File: src/rtl/rv32_pkg.sv
// Shared RV32I definitions for the writeback path: load funct3 encodings,
// register-index width and the load-queue entry layout.
package rv32_pkg;

  localparam int REG_IDX_W = 5;

  localparam logic [2:0] F3_LB  = 3'b000;
  localparam logic [2:0] F3_LH  = 3'b001;
  localparam logic [2:0] F3_LW  = 3'b010;
  localparam logic [2:0] F3_LBU = 3'b100;
  localparam logic [2:0] F3_LHU = 3'b101;

  typedef struct packed {
    logic [REG_IDX_W-1:0] rd;
    logic [2:0]           funct3;
    logic [1:0]           addr_lo;
  } lq_entry_t;

endpackage

File: src/rtl/load_align.sv
// Byte/halfword lane selection and sign/zero extension of a word-aligned
// memory read according to the RV32I load funct3.
module load_align
  import rv32_pkg::*;
(
  input  logic [2:0]  funct3,
  input  logic [1:0]  addr_lo,
  input  logic [31:0] rdata,
  output logic [31:0] data
);

  logic [7:0]  byte_sel;
  logic [15:0] half_sel;

  always_comb begin
    byte_sel = rdata[8*addr_lo +: 8];
    half_sel = addr_lo[1] ? rdata[31:16] : rdata[15:0];
    case (funct3)
      F3_LB:   data = {{24{byte_sel[7]}}, byte_sel};
      F3_LH:   data = {{16{half_sel[15]}}, half_sel};
      F3_LBU:  data = {24'h0, byte_sel};
      F3_LHU:  data = {16'h0, half_sel};
      default: data = rdata;  // LW and the reserved encodings
    endcase
  end

endmodule

File: src/rtl/writeback_unit.sv
// Register-file writeback arbiter: merges ALU results with in-order load
// returns, tracks registers awaiting load data and raises decode hazards.
module writeback_unit
  import rv32_pkg::*;
#(
  parameter int LQ_DEPTH = 2
) (
  input  logic                 clk,
  input  logic                 reset,
  input  logic                 alu_valid,
  output logic                 alu_ready,
  input  logic [REG_IDX_W-1:0] alu_rd,
  input  logic [31:0]          alu_result,
  input  logic                 ld_issue,
  output logic                 ld_ready,
  input  logic [REG_IDX_W-1:0] ld_rd,
  input  logic [2:0]           ld_funct3,
  input  logic [1:0]           ld_addr_lo,
  input  logic                 mem_rvalid,
  output logic                 mem_rready,
  input  logic [31:0]          mem_rdata,
  input  logic [REG_IDX_W-1:0] rs1_addr,
  input  logic [REG_IDX_W-1:0] rs2_addr,
  output logic                 hazard,
  output logic                 wr_en,
  output logic [REG_IDX_W-1:0] wr_addr,
  output logic [31:0]          wdata,
  output logic                 ld_busy
);

  localparam int PTR_W = $clog2(LQ_DEPTH);
  localparam int CNT_W = PTR_W + 1;

  lq_entry_t            lq_mem [LQ_DEPTH];
  lq_entry_t            head;
  logic [PTR_W-1:0]     wr_ptr, rd_ptr;
  logic [CNT_W-1:0]     count;
  logic [31:0]          pending, pending_nxt;
  logic                 lq_empty, lq_full;
  logic                 ld_fire, mem_fire, alu_fire, waw;
  logic                 clr_en;
  logic [REG_IDX_W-1:0] clr_rd;
  logic [31:0]          ld_data;

  assign lq_empty   = (count == '0);
  assign lq_full    = (count == CNT_W'(LQ_DEPTH));
  assign head       = lq_mem[rd_ptr];
  assign waw        = alu_valid & pending[alu_rd];

  assign ld_ready   = !reset && !lq_full && !pending[ld_rd];
  assign mem_rready = !reset && !lq_empty;
  assign mem_fire   = mem_rvalid & mem_rready;
  assign alu_ready  = !reset && !mem_fire && !waw;
  assign alu_fire   = alu_valid & alu_ready;
  assign ld_fire    = ld_issue & ld_ready;
  assign hazard     = !reset && (pending[rs1_addr] || pending[rs2_addr] || waw);
  assign ld_busy    = !reset && !lq_empty;

  load_align u_align (
    .funct3  (head.funct3),
    .addr_lo (head.addr_lo),
    .rdata   (mem_rdata),
    .data    (ld_data)
  );

  always_ff @(posedge clk) begin
    if (ld_fire) lq_mem[wr_ptr] <= '{rd: ld_rd, funct3: ld_funct3, addr_lo: ld_addr_lo};
  end

  always_ff @(posedge clk) begin
    if (reset) begin
      wr_ptr <= '0;
      rd_ptr <= '0;
      count  <= '0;
    end else begin
      if (ld_fire)  wr_ptr <= wr_ptr + 1'b1;
      if (mem_fire) rd_ptr <= rd_ptr + 1'b1;
      count <= count + CNT_W'(ld_fire) - CNT_W'(mem_fire);
    end
  end

  // The pending bit drops one edge after the load write is presented, so
  // the register file already holds the value when the stall releases.
  always_comb begin
    pending_nxt = pending;
    if (clr_en) pending_nxt[clr_rd] = 1'b0;
    if (ld_fire && ld_rd != '0) pending_nxt[ld_rd] = 1'b1;
    pending_nxt[0] = 1'b0;
  end

  always_ff @(posedge clk) begin
    if (reset) begin
      pending <= '0;
      clr_en  <= 1'b0;
      clr_rd  <= '0;
      wr_en   <= 1'b0;
      wr_addr <= '0;
      wdata   <= '0;
    end else begin
      pending <= pending_nxt;
      clr_en  <= mem_fire;
      clr_rd  <= head.rd;
      if (mem_fire) begin
        wr_en   <= (head.rd != '0);
        wr_addr <= head.rd;
        wdata   <= ld_data;
      end else if (alu_fire) begin
        wr_en   <= (alu_rd != '0);
        wr_addr <= alu_rd;
        wdata   <= alu_result;
      end else begin
        wr_en   <= 1'b0;
      end
    end
  end

endmodule

File: config.mk
export PLATFORM = sky130hd
export DESIGN_NAME = writeback_unit
export DESIGN_NICKNAME = d
export VERILOG_FILES = /design/src/rtl/rv32_pkg.sv /design/src/rtl/load_align.sv /design/src/rtl/writeback_unit.sv
export SDC_FILE = /design/constraint.sdc
export NUM_CORES = 1
export LEC_CHECK = 0
export ABC_AREA = 1
export ABC_CLOCK_PERIOD_IN_PS = 2700
export BUFFER_PORTS_ARGS = -buffer_cell sky130_fd_sc_hd__buf_4
export CORE_MARGIN = 1.5
export CORE_UTILIZATION = 30
export DETAILED_ROUTE_END_ITERATION = 10
export GPL_TIMING_DRIVEN = 0
export SYNTH_ARGS = -nofsm -noshare
export SYNTH_HDL_FRONTEND = slang
export SYNTH_SLANG_ARGS = --single-unit
File: constraint.sdc
create_clock -name clk -period 2.7 [get_ports clk]
set_clock_uncertainty 0.15 [all_clocks]
set_input_delay 0.135 -clock clk [delete_from_list [all_inputs] [get_ports clk]]
set_output_delay 0.135 -clock clk [all_outputs]
set_load 0.01 [all_outputs]
==> flow_summary.rst, run 1 <==
.. list-table::
   :header-rows: 1

   * - Metric
     - Value
   * - Number of max-capacitance violations reported
     - 0
   * - Final hold violation count
     - 0
   * - Top cell type by total area after synthesis
     - dfxtp_1
   * - Clock sink count
     - 100
   * - RSZ-0062 raised after global routing
     - yes
   * - Maximum number of pins on one net before global-route repair
     - 17
   * - Layout cells sized above 1
     - 0.2167
   * - Design area
     - 0.008922 mm^2
   * - Slew Limit Fails
     - 0
   * - Async set or reset register ratio after synthesis
     - 0
   * - Total cell area at the placement stage
     - 0.008384 mm^2
   * - Maximum fanout along the worst path
     - 11
   * - Initial antenna violation count
     - 0
   * - Reg-to-reg endpoint
     - lq_mem[1][1]
   * - Setup Fix Bufs, Post-CTS
     - 0
   * - PD cells
     - 496.3 mW/mm^2
   * - Launch instance of the worst register-to-register path
     - pending[31]
   * - Critical path start-end classification
     - input port to flop
   * - Clock H-tree levels
     - 3
   * - Share of synthesized area spent on multiplexers
     - 0.004289
   * - Global route overflow
     - 0
   * - Combinational family with the most area after synthesis
     - simple AND/OR/NAND/NOR gates
   * - Chip height
     - between 150 and 200 um
   * - Number of diodes added for antenna fixing
     - 0
   * - Post-Syn Nets
     - 1178
   * - Register bit total from synthesis
     - 100
   * - All-layer global routing usage
     - 0.2021
   * - Die ar.
     - 0.02426 mm^2
   * - Post-place setup slack
     - -0.1445 ns
   * - Fraction of post-synthesis cell area in the top cell type by area
     - 0.2287
   * - Most used flip-flop cell after synthesis
     - dfxtp_1
   * - Synth cell types
     - 42
   * - Instance count of the mapped netlist
     - about 1100
   * - Measured slew at the worst slew-check pin
     - between 0.9 and 1 ns
   * - Hold Path Stages
     - 5
   * - Commonest cells post-synth
     - 225 x nand2_1, 134 x inv_1, 124 x a21oi_1
   * - Final weighted congestion in routability-driven placement
     - 0.9459
   * - Result of the run
     - completed
   * - Detailed router's first-iteration violation count
     - 636
   * - Simple-gate share of the synthesized area
     - 0.3585
   * - Data arrival time of the critical path
     - 2.43 ns
   * - TritonCTS buffer count
     - 9
   * - Core ar.
     - 0.02278 mm^2
   * - Capturing element type of the critical path
     - flop
   * - Period minus WS final
     - around 2.6 ns
   * - Worst ir drop on vdd
     - between 0.0002 and 0.0003 V
   * - Cells on worst reg2reg path
     - 9
   * - I/O Buffers
     - 132
   * - First-pass GRT wire length
     - 38280 um
   * - Max-slew headroom at the worst pin
     - 0.3972
   * - Total area of multi-input combinational cells
     - around 0.0039 mm^2
   * - Residual DRC
     - 0
   * - Clock latency at the later pin of the worst-skew pair
     - 0.35 ns
   * - Syn. warnings
     - 0
   * - Die X-Extent
     - roughly 160 um
   * - Final cell utilization of the core
     - 0.3917
   * - Fmax achieved
     - 0.3822 GHz
   * - Number of flops mapped to enable cells by yosys
     - 20
   * - Initial core utilization
     - 0.3074
   * - Startpoint type of the worst setup path
     - input port
   * - Required time at the worst-slack endpoint
     - about 2.5 ns
   * - Number of vias in the routed layout
     - 7614
   * - DR WL/cell
     - ~16 um
   * - Library cell with the highest instance count after synthesis
     - nand2_1
   * - Flop-to-flop setup slack
     - around 0.090 ns
   * - TritonCTS clock tree
     - done
   * - Register area share after synthesis
     - 0.3145
   * - CTS root buffer
     - clkbuf_16
   * - Filler Cell Count
     - 2443
   * - Antenna-violating nets left
     - 0
   * - Detailed Routing Iterations Pass 1
     - 5
   * - Total Wirelength
     - 24540 um
   * - Xor and xnor fraction of the mapped netlist area
     - 0.002502
   * - Compound-Gate Fraction of Synth Area
     - 0.1866
   * - Static leakage
     - 4.126 nW
   * - Worst Setup Slack, final
     - ~0.084 ns
   * - Period utilization
     - 0.9689
   * - Footprint of the flip-flops and latches
     - 0.002202 mm^2
   * - Row Count
     - 55
   * - Capture endpoint of the worst hold path
     - wdata[2]
   * - Most area-consuming cells after synthesis
     - dfxtp_1 23%, nand2_1 12%, a21oi_1 8.9%
   * - Num ports
     - 137
   * - Via count of the first global-routing pass
     - 7141
   * - Final count of negative-setup-slack endpoints
     - 0
   * - Area growth syn-to-layout
     - 27.43%
   * - Clock-pin slew on the worst setup and hold paths
     - 0.07 ns
   * - Mapped Area
     - 0.007002 mm^2
   * - Synth Area per Inst
     - between 6 and 7 um^2
   * - Dpl hpwl
     - 19120 um
   * - Average via count per standard cell
     - approximately 5
   * - Startpoint of the most critical hold path
     - alu_result[2]
   * - Count of nets after finishing
     - about 1300
   * - Share of synthesized cell area in full adder, half adder and majority cells
     - 0.001787
   * - Clock Tree Buf Depth
     - 2
   * - Path class of the lowest-slack min-delay path
     - input port to flop
==> per-layer routing <==
| metal | vias up | routed length, um | GRT usage |
|---|---|---|---|
| met5 | - | 0 | 0 |
| met4 | 0 | 634 | 0.06757 |
| met3 | 47 | 1645 | 0.03806 |
| met2 | 309 | 11380 | 0.3367 |
| met1 | 3404 | 10880 | 0.2620 |
| li1 | 3854 | - | - |
==> repair_timing <==
item                                    in CTS  in global routing
hold buffers                                25                  0
gates resized for setup                      1                  2
endpoints found under the setup margin       1                 22
hold endpoints to repair                    35                  0
==> worst max path at each step <==
stage | startpoint | slack (ns) | end | cells past startpoint
after floorplan | count[1] | 0.50 | count[1] | 11
after global placement | ld_rd[1] | -0.14 | lq_mem[1][2] | 9
after detailed placement | ld_rd[1] | -0.14 | lq_mem[1][2] | 9
after CTS | count[1] | 0.05 | count[1] | 11
after global routing | ld_rd[2] | -0.13 | lq_mem[1][0] | 9
final | ld_rd[2] | 0.08 | lq_mem[1][1] | 9
==> state kept, by name (all words and copies together) (netlist names), 2 cells and up, named ones only <==
register	count
wdata	32
pending	31
lq_mem	20
clr_rd	5
wr_addr	5
count	2
==> logic make-up after synthesis <==
kind of cell	after synthesis
AOI/OAI and AO/OA	248
xor gates and xnor gates	2
adders and majority gates	1
buffers and inverters	203
DFF	100
muxes	3
and+or+nand+nor	526
==> power by group <==
group	internal (mW)	switching (mW)	total, mW
registers	1.64	0.0692	1.71
clock network	0.685	0.618	1.30
logic	0.578	0.837	1.41
total	2.90	1.52	4.43
==> worst max-delay path: stages <==
cell           delay [ns]
dlygate4sd3_1        0.54
buf_4                0.16
inv_1                0.11
nor3_1               0.10
nand2_1              0.07
nand2_1              0.08
nor2_2               0.15
nand4_1              0.28
nor2_1               0.79
==> cell usage in the layout, fill, tap and decap left out, drive strengths merged, types with 3 or more instances in the layout <==
cell type / Yosys / final
a21o: 6 / 6
a21oi: 130 / 130
buf: 39 / 171
clkbuf: 22 / 33
clkinv: 1 / 3
dfxtp: 80 / 80
dlygate4sd3: 0 / 25
edfxtp: 20 / 20
inv: 141 / 143
mux2i: 3 / 3
nand2: 231 / 231
nand3: 141 / 141
nand4: 6 / 6
nor2: 111 / 111
nor3: 8 / 8
o211ai: 4 / 4
o21ai: 102 / 102
or2: 25 / 25
==> layout make-up <==
type                       instances  area share
clock buffer                      11     0.02847
tap                              313     0.04389
timing repair buffer             157      0.1391
buffer                            61     0.04375
inverter                         142     0.06002
multi-input combinational        780      0.4344
clock inverter                     4    0.003506
sequential                       100      0.2468
==> through the flow <==
step | hold WS [ns] | cells | total power [mW] | setup TNS, ns
CTS | 0.001633 | 1568 | 4.443 | 0
global placement | 0.1726 | 1528 | 3.105 | -2.497
detailed placement | 0.1738 | 1528 | 3.121 | -2.535
finish | 0.001764 | 1568 | 4.428 | 0
floorplan | 0.08387 | 1083 | 2.599 | 0
global route | 0.04031 | 1568 | 4.672 | -2.643
Power figures use the tool's default switching activity.
==> run 2, diff against run 1 <==
--- a/config.mk
+++ b/config.mk
@@ -12,6 +12,7 @@
 export CORE_UTILIZATION = 30
 export DETAILED_ROUTE_END_ITERATION = 10
 export GPL_TIMING_DRIVEN = 0
+export MAX_ROUTING_LAYER = met4
 export SYNTH_ARGS = -nofsm -noshare
 export SYNTH_HDL_FRONTEND = slang
 export SYNTH_SLANG_ARGS = --single-unit
==> run 2 against run 1 <==
- power increased by 1.4%
- non-clock buffer count unchanged
- routed wire length grew 1.0%
- sequential share of layout area fell by 0.059 points
- register-to-register slack worse by 0.07 ns
- sequential cell count unchanged
- sequential power about the same
- largest cell class unchanged
- largest power group unchanged
==> flow_summary.rst, run 2 (synthesis results as in run 1) <==
.. list-table::
   :header-rows: 1

   * - Metric
     - Value
   * - Footprint of the flip-flops and latches
     - 0.002202 mm^2
   * - Chip height
     - 155.8 um
   * - Number of max-capacitance violations reported
     - 0
   * - Most used cells in the layout excluding fill and tap cells
     - 225 x nand2_1, 139 x buf_4, 134 x inv_1, 124 x a21oi_1, 107 x nor2_1
   * - First-pass GRT wire length
     - around 38000 um
   * - Clock-pin slew on the worst setup and hold paths
     - 0.07 ns
   * - Detailed Routing Iterations Pass 1
     - 6
   * - Cell with the most instances on the worst path
     - nand2_1
   * - Most common library cell in the layout ignoring fill and taps
     - nand2_1
   * - Flop-to-flop setup slack
     - approximately 0.020 ns
   * - Measured slew at the worst slew-check pin
     - 0.9207 ns
   * - Count of nets after finishing
     - 1346
   * - Clock sink count
     - 100
   * - Path class of the lowest-slack min-delay path
     - input port to flop
   * - Startpoint of the most critical hold path
     - alu_result[2]
   * - TritonCTS clock tree
     - done
   * - Final count of negative-setup-slack endpoints
     - 0
   * - Max-slew headroom at the worst pin
     - 0.3839
   * - Cell family with the largest share of critical-path delay
     - simple AND/OR/NAND/NOR gates
   * - All-layer global routing usage
     - 0.2084
   * - Antenna-violating nets left
     - 0
   * - Final weighted congestion in routability-driven placement
     - 0.9635
   * - Number of vias in the routed layout
     - between 7000 and 8000
   * - Buffering stage count on the worst path with inverters included
     - 3
   * - Final Power
     - between 4 and 5 mW
   * - Num ports
     - 137
   * - TritonCTS buffer count
     - 9
   * - Clock Tree Buf Depth
     - 2
   * - Result of the run
     - completed
   * - Die X-Extent
     - approximately 160 um
   * - Static leakage
     - 4.138 nW
   * - Filler Cell Count
     - 2430
   * - Worst ir drop on vdd
     - 0.0003080 V
   * - Maximum number of pins on one net before global-route repair
     - 18
   * - Detailed router's first-iteration violation count
     - 662
   * - Clock latency at the later pin of the worst-skew pair
     - 0.35 ns
   * - Launch instance of the worst register-to-register path
     - pending[31]
   * - Area growth syn-to-layout
     - 27.73%
   * - PD cells
     - 502.0 mW/mm^2
   * - Capturing element type of the critical path
     - flop
   * - Die ar.
     - 0.02426 mm^2
   * - Reg-to-reg endpoint
     - lq_mem[1][0]
   * - I/O Buffers
     - 132
   * - Startpoint type of the worst setup path
     - input port
   * - Final hold violation count
     - 0
   * - Largest registers
     - wdata (32), pending (31), lq_mem (20)
   * - Core ar.
     - 0.02278 mm^2
   * - Total Wirelength
     - 24790 um
   * - Biggest cell delay along the critical path
     - roughly 0.8 ns
   * - Critical-path top delay cell
     - nor2_1
   * - Setup Fix Bufs, Post-CTS
     - 0
   * - RSZ-0062 raised after global routing
     - yes
   * - Cells on worst reg2reg path
     - 9
   * - Flip-flop count of the largest register after layout
     - 32
   * - Capture endpoint of the worst hold path
     - wdata[2]
   * - Total area of multi-input combinational cells
     - between 0.003 and 0.004 mm^2
   * - Fmax achieved
     - 0.3710 GHz
   * - Via count of the first global-routing pass
     - between 7000 and 8000
   * - Residual DRC
     - 0
   * - Hold Path Stages
     - 5
   * - Maximum fanout along the worst path
     - 11
   * - Dpl hpwl
     - 19280 um
   * - CTS root buffer
     - clkbuf_16
   * - Worst Setup Slack, final
     - ~0.005 ns
   * - Clock H-tree levels
     - 3
   * - Minimum hold slack
     - 0.006702 ns
   * - Critical-path cell list
     - dlygate4sd3_1 > buf_4 > inv_1 > nor3_1 > nand2_1 > nand2_1 > nor2_2 > nand4_1 > nor2_1
   * - Critical path start-end classification
     - input port to flop
   * - Initial core utilization
     - 0.3074
   * - Number of diodes added for antenna fixing
     - 0
   * - Period utilization
     - 0.9982
   * - Average via count per standard cell
     - about 4.9
   * - Layout cells sized above 1
     - 0.2182
   * - Row Count
     - 55
   * - Period minus WS final
     - 2.695 ns
   * - Global route overflow
     - 0
   * - Required time at the worst-slack endpoint
     - 2.52 ns
   * - Register bank with the most flops
     - wdata
   * - Data arrival time of the critical path
     - 2.52 ns
   * - Initial antenna violation count
     - 0
   * - Post-place setup slack
     - -0.1529 ns
   * - Final total negative setup slack
     - 0 ns
   * - Slew Limit Fails
     - 0
   * - DR WL/cell
     - 15.80 um
[run 2: changes by cell type in the layout (fill, tap and decap cells not counted), sizes merged]
cell / before / now
bufinv: 0 / 1
clkbuf: 33 / 32
inv: 143 / 144
[run 2: final cells by class]
class                   instances  area share
plain buffers                  61     0.04365
clock buffers                  10     0.02672
clock inverters                 6    0.007555
inverters                     142     0.05988
multi-input cells             780      0.4334
flip-flops and latches        100      0.2462
well taps                     313     0.04379
repair buffers                157      0.1388
[run 2: power by group]
part / total [mW] / leakage, nW / switching (mW) / internal [mW]
Sequential: 1.71 / 0.838 / 0.0700 / 1.64
Clock: 1.36 / 0.154 / 0.610 / 0.752
Combinational: 1.42 / 3.15 / 0.839 / 0.578
[run 2: routing by layer]
layer  wire (um)  part of all wire  global-route usage  vias to the layer above
met3        1817             0.073             0.03861                       46
met5           0                 0                   -                        -
met4         659             0.027             0.06939                        0
met1       10910              0.44              0.2623                     3534
li1            -                 -                   -                     3860
met2       11400              0.46              0.3365                      313
[run 2: how the worst max path moves through the flow]
stage / from / to / slack, ns / cells past startpoint
after detailed placement: ld_rd[1] / lq_mem[1][2] / -0.15 / 9
after global routing: pending[31] / lq_mem[1][4] / -0.19 / 9
after floorplan: count[1] / count[1] / 0.50 / 11
final: ld_rd[2] / lq_mem[1][0] / 0.005 / 9
after CTS: count[1] / count[1] / 0.002 / 11
after global placement: ld_rd[1] / lq_mem[1][2] / -0.15 / 9
[run 2: through the flow]
stage	utilization	area [um^2]	std cells
floorplan	-	7002	1083
global placement	0.3681	8384	1528
detailed placement	0.3681	8384	1528
CTS	0.3926	8942	1569
global route	0.3926	8944	1569
finish	0.3926	8944	1569
[run 2: worst register-to-register path, stage by stage, from the launching register on]
cell and delay, ns:
dfxtp_1 0.37, inv_1 0.09, nor2_1 0.05, a21oi_1 0.13, nand2_1 0.07, nand2_1 0.07, nand2_1 0.10, nor2_2 0.17
nand4_1 0.29, nor2_1 0.80
[run 2: what timing repair did]
action                                  in CTS  in global routing
cloned                                       0                  0
gates resized for setup                      1                  2
hold endpoints to repair                    35                  0
endpoints found under the setup margin       1                 22
hold buffers                                25                  0
==> run 3, diff against run 2 <==
--- a/config.mk
+++ b/config.mk
@@ -8,11 +8,14 @@
 export ABC_AREA = 1
 export ABC_CLOCK_PERIOD_IN_PS = 2700
 export BUFFER_PORTS_ARGS = -buffer_cell sky130_fd_sc_hd__buf_4
+export CELL_PAD_IN_SITES_DETAIL_PLACEMENT = 1
+export CELL_PAD_IN_SITES_GLOBAL_PLACEMENT = 2
 export CORE_MARGIN = 1.5
 export CORE_UTILIZATION = 30
 export DETAILED_ROUTE_END_ITERATION = 10
 export GPL_TIMING_DRIVEN = 0
 export MAX_ROUTING_LAYER = met4
+export PLACE_DENSITY_LB_ADDON = 0.1
 export SYNTH_ARGS = -nofsm -noshare
 export SYNTH_HDL_FRONTEND = slang
 export SYNTH_SLANG_ARGS = --single-unit
==> run 3 against run 2 <==
- count of clock-buffer cells in the layout is 1 higher
- sequential cell count unchanged
- die area did not move
- worst setup slack improved by 0.24 ns
- final cell count up 0.13%
- core utilization is essentially flat
- power fell by 1.0%
- sequential power hardly changed
- register-to-register slack better by 0.30 ns
- non-clock buffer count rose by 2
- routed wire length grew 16%
- worst hold slack better by 0.030 ns
- critical path type unchanged
==> flow_summary.rst, run 3 (synthesis results as in run 1) <==
.. list-table::
   :header-rows: 1

   * - Metric
     - Value
   * - Capturing element type of the critical path
     - flop
   * - Initial antenna violation count
     - 0
   * - Clk network pwr share
     - 0.289
   * - Maximum number of pins on one net before global-route repair
     - 18
   * - Path class of the lowest-slack min-delay path
     - input port to flop
   * - Clock sink count
     - 100
   * - Slew Limit Fails
     - 0
   * - Flip-flop count of the largest register after layout
     - 32
   * - Layout cells sized above 1
     - 0.2202
   * - Design area
     - 0.008942 mm^2
   * - Die X-Extent
     - about 160 um
   * - Most used cells in the layout excluding fill and tap cells
     - 225 x nand2_1, 140 x buf_4, 134 x inv_1, 124 x a21oi_1, 104 x nor2_1
   * - Number of vias in the routed layout
     - 7657
   * - Final count of negative-setup-slack endpoints
     - 0
   * - Critical path start-end classification
     - input port to flop
   * - I/O Buffers
     - 132
   * - Detailed Routing Iterations Pass 1
     - 4
   * - Number of placed instances with taps included
     - 1528
   * - All-layer global routing usage
     - 0.2466
   * - Area growth syn-to-layout
     - 27.72%
   * - Required time at the worst-slack endpoint
     - 2.80 ns
   * - Core ar.
     - 0.02278 mm^2
   * - Clock-pin slew on the worst setup and hold paths
     - 0.08 ns
   * - Max-slew headroom at the worst pin
     - 0.5986
   * - Clock Tree Buf Depth
     - 2
   * - Chip height
     - about 160 um
   * - DR WL/cell
     - 18.28 um
   * - Via count of the first global-routing pass
     - around 7600
   * - Number of max-capacitance violations reported
     - 0
   * - Data arrival time of the critical path
     - 2.55 ns
   * - Final weighted congestion in routability-driven placement
     - 0.8644
   * - Residual DRC
     - 0
   * - Final hold violation count
     - 0
   * - Measured slew at the worst slew-check pin
     - between 0.6 and 0.7 ns
   * - Num ports
     - roughly 140
   * - RSZ-0062 raised after global routing
     - no
   * - Fmax achieved
     - 0.4078 GHz
   * - Total Wirelength
     - 28720 um
   * - Number of diodes added for antenna fixing
     - 0
   * - TritonCTS clock tree
     - done
   * - Average via count per standard cell
     - 4.874
   * - Largest registers
     - wdata (32), pending (31), lq_mem (20)
   * - Final total negative setup slack
     - 0 ns
   * - Most common library cell in the layout ignoring fill and taps
     - nand2_1
   * - Clock H-tree levels
     - 3
   * - Period utilization
     - 0.9081
   * - Detailed router's first-iteration violation count
     - 301
   * - Antenna-violating nets left
     - 0
   * - Startpoint type of the worst setup path
     - input port
   * - Worst ir drop on vdd
     - between 0.0003 and 0.0004 V
   * - Count of nets after finishing
     - between 1000 and 1500
   * - CTS root buffer
     - clkbuf_16
   * - Clock latency at the later pin of the worst-skew pair
     - 0.36 ns
   * - Net switching share of the total power
     - 0.3557
   * - Register bank with the most flops
     - wdata
   * - Global route overflow
     - 0
   * - Period minus WS final
     - 2.452 ns
   * - Static leakage
     - approximately 4.1 nW
   * - Share of power burned in combinational logic
     - 0.327
   * - PD cells
     - 496.9 mW/mm^2
   * - Filler-free cell count of the finished design
     - about 1600
   * - Internal power contribution
     - 2.863 mW
   * - Total cell area at the placement stage
     - approximately 0.0084 mm^2
   * - Result of the run
     - completed
   * - First-pass GRT wire length
     - 44050 um
   * - Maximum fanout along the worst path
     - 7
   * - Row Count
     - 55
   * - Net load switching power
     - 1.581 mW
   * - TritonCTS buffer count
     - 9
   * - Filler Cell Count
     - 2969
   * - Fraction of power consumed by sequential logic
     - 0.384
   * - Die ar.
     - 0.02426 mm^2
   * - Dpl hpwl
     - 22920 um
   * - Initial core utilization
     - 0.3074
[run 3: timing repair]
action,in CTS,in global routing
hold endpoints to repair,36,0
resized for setup,3,4
pin swaps,0,1
hold buffers,26,0
setup buffers,0,1
endpoints found under the setup margin,21,1
[run 3: worst max-delay path: stages]
cell	delay, ns
dlygate4sd3_1	0.53
buf_4	0.14
inv_1	0.08
nor3_1	0.35
nand2_1	0.10
nand2_1	0.14
inv_2	0.06
nand4_1	0.10
buf_4	0.17
xor2_1	0.16
ha_1	0.18
xor2_1	0.19
nand3_1	0.10
nand2_1	0.06
nor2_1	0.05
[run 3: power groups by stage]
stage	Sequential, mW	Combinational, mW	Clock (mW)
2_1_floorplan	1.77	0.833	0
3_3_place_gp	1.74	1.42	0
3_5_place_dp	1.74	1.43	0
4_1_cts	1.71	1.47	1.32
5_1_grt	1.72	1.62	1.36
6_report	1.71	1.45	1.28
[run 3: cell type report]
type	count	area, um^2	area share
multi-input combinational	780	3889	0.4349
sequential	100	2202	0.2463
timing repair buffer	159	1259	0.1408
inverter	142	535.5	0.05989
tap	313	391.6	0.04379
buffer	61	390.4	0.04365
clock buffer	11	232.7	0.02602
clock inverter	5	42.54	0.004757
[run 3: worst paths after layout]
path / from / end / slack [ns] / depth (start not counted)
worst max register to register: pending[19] / count[1] / 0.32 / 15
worst max-delay path: ld_rd[4] / count[1] / 0.25 / 15
worst min register to register: rd_ptr / rd_ptr / 0.32 / 1
worst min-delay path: alu_result[21] / wdata[21] / 0.04 / 6
[run 3: per-layer routing]
metal  vias to the layer above  wire length (um)  GRT usage  share of wire
met5                         -                 0          -              0
met4                         0               535    0.06168          0.019
met3                        32               906    0.02694          0.032
met2                       136             14320     0.4386           0.50
met1                      3629             12950     0.2971           0.45
li1                       3860                 -          -              -
[run 3: stage by stage]
step | setup WS [ns] | util | total power, mW | hold slack (ns)
2_1_floorplan | 0.5016 | - | 2.599 | 0.08387
3_3_place_gp | -0.2245 | 0.3681 | 3.159 | 0.1719
3_5_place_dp | -0.2163 | 0.3681 | 3.172 | 0.1791
4_1_cts | 0.03802 | 0.3919 | 4.498 | 0.02099
5_1_grt | 0.05588 | 0.3926 | 4.701 | 0.06538
6_report | 0.2481 | 0.3926 | 4.444 | 0.03666
